[config.mk]
export PLATFORM = sky130hd
export DESIGN_NAME = rs232_rx
export DESIGN_NICKNAME = d
export VERILOG_FILES = /design/src/rtl/rs232_rx.sv
export SDC_FILE = /design/constraint.sdc
export NUM_CORES = 1
export LEC_CHECK = 0
export CAP_MARGIN = 5
export CORE_MARGIN = 4
export CORE_UTILIZATION = 50
export DETAILED_ROUTE_END_ITERATION = 10
export PLACE_DENSITY = 0.68
export SKIP_LAST_GASP = 1
export SYNTH_ARGS = -nofsm -noshare
export SYNTH_HDL_FRONTEND = slang
export SYNTH_SLANG_ARGS = --single-unit
[constraint.sdc]
create_clock -name clock -period 3.5 [get_ports clock]
set_clock_uncertainty 0.15 [all_clocks]
set_input_delay 0.35 -clock clock [delete_from_list [all_inputs] [get_ports clock]]
set_output_delay 0.35 -clock clock [all_outputs]
set_load 0.005 [all_outputs]
[src/rtl/rs232_rx.sv]
// -----------------------------------------------------------------------------
// rs232_rx : 8N1 serial receiver for the RS232 DCE link.
//
// The line uses the same polarity as the matching transmitter. The line idles
// at 0 and the start bit is 1. The 8 data bits follow LSB first and are not
// inverted. The stop bit is 0. Each received byte is offered to the consumer
// through a valid/ready handshake.
//
// Parameters
//   baud  line rate in bits/s
//   mhz   clock frequency in MHz
//
// Ports
//   clock          in   1  system clock, rising edge
//   reset          in   1  asynchronous active-high reset
//   RS232_DCE_RXD  in   1  asynchronous serial input from the pin
//   rx_data        out  8  received byte, stable while rx_vld=1
//   rx_vld         out  1  byte available, held until accepted
//   rx_rdy         in   1  consumer ready; transfer when rx_vld & rx_rdy
//   frame_err      out  1  one-cycle pulse: stop bit sampled as 1
//   overrun        out  1  one-cycle pulse: unaccepted byte was overwritten
//
// Build option
//   RS232_RX_MAJORITY_EN : each sample is the 2-of-3 majority of the
//                          synchronised line over the last three cycles of
//                          the bit window. Interface and timing are unchanged.
// -----------------------------------------------------------------------------
module rs232_rx #(
  parameter int baud = 9600,
  parameter int mhz  = 50
) (
  input  logic       clock,
  input  logic       reset,
  input  logic       RS232_DCE_RXD,
  output logic [7:0] rx_data,
  output logic       rx_vld,
  input  logic       rx_rdy,
  output logic       frame_err,
  output logic       overrun
);

  localparam int unsigned BIT_PER   = (mhz * 1_000_000) / baud;
  localparam int unsigned HALF_PER  = BIT_PER / 2;
  localparam logic [31:0] BIT_LAST  = 32'(BIT_PER - 1);
  localparam logic [31:0] HALF_LAST = 32'(HALF_PER - 1);

  typedef enum logic [2:0] {
    ST_IDLE,
    ST_START,
    ST_DATA,
    ST_STOP,
    ST_BREAK
  } state_t;

  state_t      state_q, state_d;
  logic [31:0] cnt_q, cnt_d;
  logic [2:0]  idx_q, idx_d;
  logic [7:0]  shift_q, shift_d;
  logic [7:0]  rx_data_q, rx_data_d;
  logic        rx_vld_q, rx_vld_d;
  logic        frame_err_q, frame_err_d;
  logic        overrun_q, overrun_d;
  logic        sync1_q, sync1_d;
  logic        sync2_q, sync2_d;
  logic        rxs;
  logic        samp;

  assign rxs = sync2_q;

`ifdef RS232_RX_MAJORITY_EN
  // hist_q[1] holds rxs from two cycles ago and hist_q[0] from one cycle ago.
  // The sample is taken at cnt == target. The vote then covers cnt = target-2,
  // target-1 and target.
  logic [1:0] hist_q, hist_d;

  assign hist_d = {hist_q[0], rxs};
  assign samp   = (hist_q[1] & hist_q[0]) | (hist_q[1] & rxs) | (hist_q[0] & rxs);

  always_ff @(posedge clock or posedge reset) begin
    if (reset) hist_q <= 2'b00;
    else       hist_q <= hist_d;
  end
`else
  assign samp = rxs;
`endif

  always_comb begin
    sync1_d     = RS232_DCE_RXD;
    sync2_d     = sync1_q;
    state_d     = state_q;
    cnt_d       = cnt_q;
    idx_d       = idx_q;
    shift_d     = shift_q;
    rx_data_d   = rx_data_q;
    rx_vld_d    = rx_vld_q;
    frame_err_d = 1'b0;
    overrun_d   = 1'b0;

    if (rx_vld_q && rx_rdy) rx_vld_d = 1'b0;

    case (state_q)
      ST_IDLE: begin
        if (rxs) begin
          state_d = ST_START;
          cnt_d   = 32'd0;
        end
      end
      ST_START: begin
        // Confirm the start bit halfway through its period.
        // A short high glitch falls back to idle here.
        if (cnt_q == HALF_LAST) begin
          cnt_d   = 32'd0;
          idx_d   = 3'd0;
          state_d = samp ? ST_DATA : ST_IDLE;
        end else begin
          cnt_d = cnt_q + 32'd1;
        end
      end
      ST_DATA: begin
        if (cnt_q == BIT_LAST) begin
          shift_d[idx_q] = samp;
          cnt_d          = 32'd0;
          idx_d          = idx_q + 3'd1;
          if (idx_q == 3'd7) state_d = ST_STOP;
        end else begin
          cnt_d = cnt_q + 32'd1;
        end
      end
      ST_STOP: begin
        if (cnt_q == BIT_LAST) begin
          cnt_d = 32'd0;
          if (!samp) begin
            // A new byte always wins.
            // Overrun only fires when the old byte is not taken on this same edge.
            rx_data_d = shift_q;
            rx_vld_d  = 1'b1;
            overrun_d = rx_vld_q & ~rx_rdy;
            state_d   = ST_IDLE;
          end else begin
            frame_err_d = 1'b1;
            state_d     = ST_BREAK;
          end
        end else begin
          cnt_d = cnt_q + 32'd1;
        end
      end
      ST_BREAK: begin
        // Wait for the line to return low so a stuck-high line cannot look
        // like a stream of start bits.
        if (!rxs) state_d = ST_IDLE;
      end
      default: state_d = ST_IDLE;
    endcase
  end

  always_ff @(posedge clock or posedge reset) begin
    if (reset) begin
      sync1_q     <= 1'b0;
      sync2_q     <= 1'b0;
      state_q     <= ST_IDLE;
      cnt_q       <= 32'd0;
      idx_q       <= 3'd0;
      shift_q     <= 8'h00;
      rx_data_q   <= 8'h00;
      rx_vld_q    <= 1'b0;
      frame_err_q <= 1'b0;
      overrun_q   <= 1'b0;
    end else begin
      sync1_q     <= sync1_d;
      sync2_q     <= sync2_d;
      state_q     <= state_d;
      cnt_q       <= cnt_d;
      idx_q       <= idx_d;
      shift_q     <= shift_d;
      rx_data_q   <= rx_data_d;
      rx_vld_q    <= rx_vld_d;
      frame_err_q <= frame_err_d;
      overrun_q   <= overrun_d;
    end
  end

  assign rx_data   = rx_data_q;
  assign rx_vld    = rx_vld_q;
  assign frame_err = frame_err_q;
  assign overrun   = overrun_q;

endmodule

# Yosys cells after proc, flatten, opt, wreduce, memory -nomap -nowiden

Cells that the tools add are included.

Memories kept: 0
Input port bits: 4
Latch bits: 0
Memory bits (writable): 0
Output and inout bits: 11
Memory bits (read-only): 0
Bits in registers: 59
Word-level logic and storage cells: 70

Reduce and logical (&&, ||, !) cells: 11
Magnitude comparators: 2
Add/sub/neg operators: 2
Multiplexer cells: 29
Equal/unequal tests: 13
Shift operators: 0
Multipliers: 0
Bitwise operators: 3
Div/mod/pow operators: 0

Operators with widths:

| operator              | count |
|---|---|
| $mux 32               | 3 |
| $pmux 32 s3           | 1 |
| $add 32x1->32 const B | 1 |
| $eq 32x12->1 const B  | 1 |
| $eq 32x13->1 const B  | 1 |
| $mux 3                | 9 |
| $pmux 3 s5            | 1 |
| $ne 2x2->1 const B    | 6 |
| $mux 1                | 11 |
| $bwmux 8              | 1 |
| $eq 3x2->1 const B    | 2 |
| $eq 3x3->1 const B    | 2 |
| $pmux 3 s2            | 1 |
| $reduce_and 3->1      | 2 |
| $reduce_and 6->1      | 1 |
| $lt 3x4->1 const B    | 1 |
| $reduce_and 2->1      | 2 |
| $add 3x1->3 const B   | 1 |
| $demux 1 s3           | 1 |
| $eq 3x1->1 const B    | 1 |
| $ge 3x1->1 const B    | 1 |
| $logic_not 3->1       | 1 |
| $reduce_bool 3->1     | 1 |
| $logic_and 1x1->1     | 2 |
| 5 further kinds       | 6 |

# Logic depth before layout (Yosys ltp)

Depth after elaboration: 5
Mapped depth: 8
Depth with buffers taken out: 7

# Worst setup path before layout

Ideal clock, no wire load.

Kind: reg2reg
From: register cnt_q[17]
To: register rx_data_q[0] (netlist: rx_data[0])
Slack: 1,229 ps
Stages on the path, launching flop included: 7
Setup time: 125 ps
Buffers on the path: 1
Period minus slack after synthesis: 2,271 ps
Required time: 3,225 ps
Arrival time: 1,996 ps
Path through: dfrtp_1 nor4_2 nand4_2 or3_1 or2_1 buf_6 mux2_4

Longest elaborated chain between the ends: 2

Ends and longest elaborated chain:

| what                       | RTL line | RTL |
|---|---|---|
| start, declared            | 56       | `logic [31:0] cnt_q, cnt_d;` |
| start signal, assigned     | 172      | `cnt_q <= cnt_d;` |
| $eq 32x13->1               | 130      | `if (cnt_q == BIT_LAST) begin` |
| $reduce_and 3->1 (no line) | --       |  |
| end signal, assigned       | 175      | `rx_data_q <= rx_data_d;` |
| end, declared              | 59       | `logic [7:0] rx_data_q, rx_data_d;` |

No other way between the ends.
A chain may end at the register's enable or synchronous reset.

# Worst setup path after layout

From: register cnt_q[14]
To: register cnt_q[30]

Longest elaborated chain between the ends: 3
Elaborated cells between the ends (all ways): 6
Those cells by class: 1 x add/sub; 2 x eq/ne; 3 x mux

Ends and longest elaborated chain:

| what                                  | RTL line      | RTL |
|---|---|---|
| $add 32x1->32 (tied with other cells) | 116, 126, 144 |  |
| $mux 32 (on tied branches)            | 120, 130, 111 |  |
| $pmux 32 s3 (*)                       | 101           | `case (state_q)` |

Mark *: on every way between the ends. The rest lies on a longest branch, timed or not.

==> flow_summary.yaml <==
layout:
  stdcell_area_um2: 3671
  final_nets: 358
  mostFrequentLayoutCells: "59 x dfrtp_1, 34 x o21ai_0, 32 x nand2_1"
  layout_commonest_cell: "dfrtp_1"
  utilization: 0.5748
  areaGrowthSynthToFinish_pct: 11.56
  regArea_um2: 1476
  fillCellCount: 562
  drive_gt1_frac: 0.1348
  diodes: 0
  final_cells: 433
  multiInputGateArea_um2: 1682
place:
  place_area_um2: 3462
  place_ws_ns: 0.6382
  dp_hpwl_mm: 4.685
  port_buffers: 14
  routabilityCongestion: 0.9144
  place_inst: 417
yosys:
  ys_async_sr_fraction: 1.000
  synth_ff_type: "dfrtp_1"
  syn_inst: 340
  netlist_area_um2: 3291
  synth_seq_cells: 59
  seq_area_frac_synth: 0.4487
  synth_nets: 347
  synth-edff-count: 0
  synth.distinct_cells: 52
  syn_area_per_cell_um2: 9.678
  yosysWarnings: 0
global_routing:
  grt_pass1_wl_mm: 12.19
  grt_max_degree: 60
  grt.total_usage: 0.1986
  antenna_found_initial: 0
  overflow: 0
  grt_pass1_vias: 2560
route:
  wl_mm: 7.007
  drc: 0
  firstDrtPassIters: 4
  routed_via_density: 6.143
  drt_iter0_drc: 151
  dr_total_vias: 2660
  wl_per_cell_um: 16.18
  final_antenna_net_count: 0
floorplanning:
  fp.dieW_um: 89.13
  core_region_area_um2: 6386
  ios: 15
  rows: 29
  start_util: 0.5153
  die_area_um2: 7943
  die_y_um: 89.13
timing:
  rsz0062_at_grt: "false"
  hold_ws_ns: 0.2009
  fin_crit_ns: 2.881
  worst_slew_pin_slew_ns: 0.7230
  timing.final.crit_share: 0.8231
  relSlewSlack: 0.5180
  slew_viol_final: 0
  finalSetupTns_ns: 0
  worst_slack_ns: 0.6192
  finalHoldViolCount: 0
  clock.fmax_mhz: 347.1
  finalSetupViolations: 0
cts:
  cts_resized: 0
  cts_buffer_depth: 2
  path_clk_slew_ns: 0.07
  root_buffer: "clkbuf_8"
  cts_buffers: 9
  post_cts_buffers: 0
  clock_sinks: 59
  cts_tree: "built"
  htreeDepth: 3
  clk_latency_ns: 0.34
  hold_buffers: 0
pwr:
  powerDensity_nw_per_um2: 476.4
  p_total_mw: 1.749
  ir_worst_vdd_mv: 0.3534
  cellLeakagePower_nw: 1.639
setup_path:
  cp-start-kind: "register"
  cp_max_fo: 23
  crit_arrival_ns: 2.94
  end_kind: "register"
  cp.required_ns: 3.56
  worst-setup-path-type: "register to register"
outcome:
  status: "finished clean"
hold_path:
  hp-class: "register to register"
job:
  maxCapViolCount: 0
cell usage after synthesis (4+ instances only):
| cell type | count | share of area |
|---|---|---|
| dfrtp_1 | 59 | 0.45 |
| o21ai_0 | 34 | 0.052 |
| nand2_1 | 32 | 0.037 |
| nor3_1 | 19 | 0.029 |
| nand3_1 | 16 | 0.024 |
| nor2_1 | 16 | 0.018 |
| a21o_1 | 13 | 0.030 |
| nand4_1 | 11 | 0.021 |
| and3_1 | 10 | 0.019 |
| a21oi_1 | 8 | 0.012 |
| buf_2 | 8 | 0.012 |
| clkbuf_1 | 8 | 0.0091 |
| inv_1 | 8 | 0.0091 |
| mux2_2 | 8 | 0.027 |
| mux2_4 | 8 | 0.037 |
| and2_1 | 7 | 0.013 |
| a22o_1 | 6 | 0.016 |
| nor4_1 | 6 | 0.011 |
| nor4b_1 | 4 | 0.011 |
| or3_1 | 4 | 0.0076 |
state kept, by name (all words and copies together), names as in the netlist:
signal / cells
idx_q: 3
cnt_q: 32
rx_vld: 1
rx_data: 8
rxs: 1
frame_err: 1
overrun: 1
state_q: 3
shift_q: 8
sync1_q: 1
final timing paths:
kind | end | slack (ns) | startpoint | cells past startpoint
max in group asynchronous | cnt_q[5] | 2.35 | reset | 3
min reg2reg | rxs | 0.20 | sync1_q | 0
max reg2reg | cnt_q[30] | 0.62 | cnt_q[14] | 7
max | cnt_q[30] | 0.62 | cnt_q[14] | 7
min | rxs | 0.20 | sync1_q | 0
min in group asynchronous | shift_q[7] | 0.37 | reset | 3
cell type report:
class | instances | area share
repair buffers | 19 | 0.04840
clock buffers | 11 | 0.03579
flip-flops and latches | 59 | 0.4022
inverters | 8 | 0.008180
well taps | 77 | 0.02624
multi-input cells | 254 | 0.4581
clock inverters | 5 | 0.02113
power breakdown:
part / switching (mW) / leakage [nW] / internal (mW)
Combinational: 0.205 / 0.723 / 0.0968
Sequential: 0.0630 / 0.813 / 0.712
Clock: 0.273 / 0.103 / 0.399
layer usage:
| layer | part of all wire | vias to the layer above | track usage | routed length, um |
|---|---|---|---|---|
| met5 | 0 | - | 0 | 0 |
| met4 | 0.019 | 0 | 0.09472 | 133 |
| met3 | 0.045 | 14 | 0.03318 | 318 |
| met2 | 0.45 | 63 | 0.3041 | 3183 |
| met1 | 0.48 | 1309 | 0.2746 | 3371 |
| li1 | - | 1274 | - | - |
critical path: stages, from the launching register on:
cell	delay [ns]
dfrtp_1	0.43
nor4_2	0.37
nand4_2	0.30
o311ai_1	0.39
and2_1	0.40
buf_4	0.32
or2_2	0.28
o21ai_0	0.12
cell families after synthesis:
group	count (synthesis)	synth area share
AOI/OAI and AO/OA	79	0.1589
adders and majority gates	3	0.01141
muxes	17	0.06692
DFF	59	0.4487
buffers and inverters	27	0.04031
and+or+nand+nor	151	0.2631
xor gates and xnor gates	4	0.01065
Power figures use the tool's default switching activity.
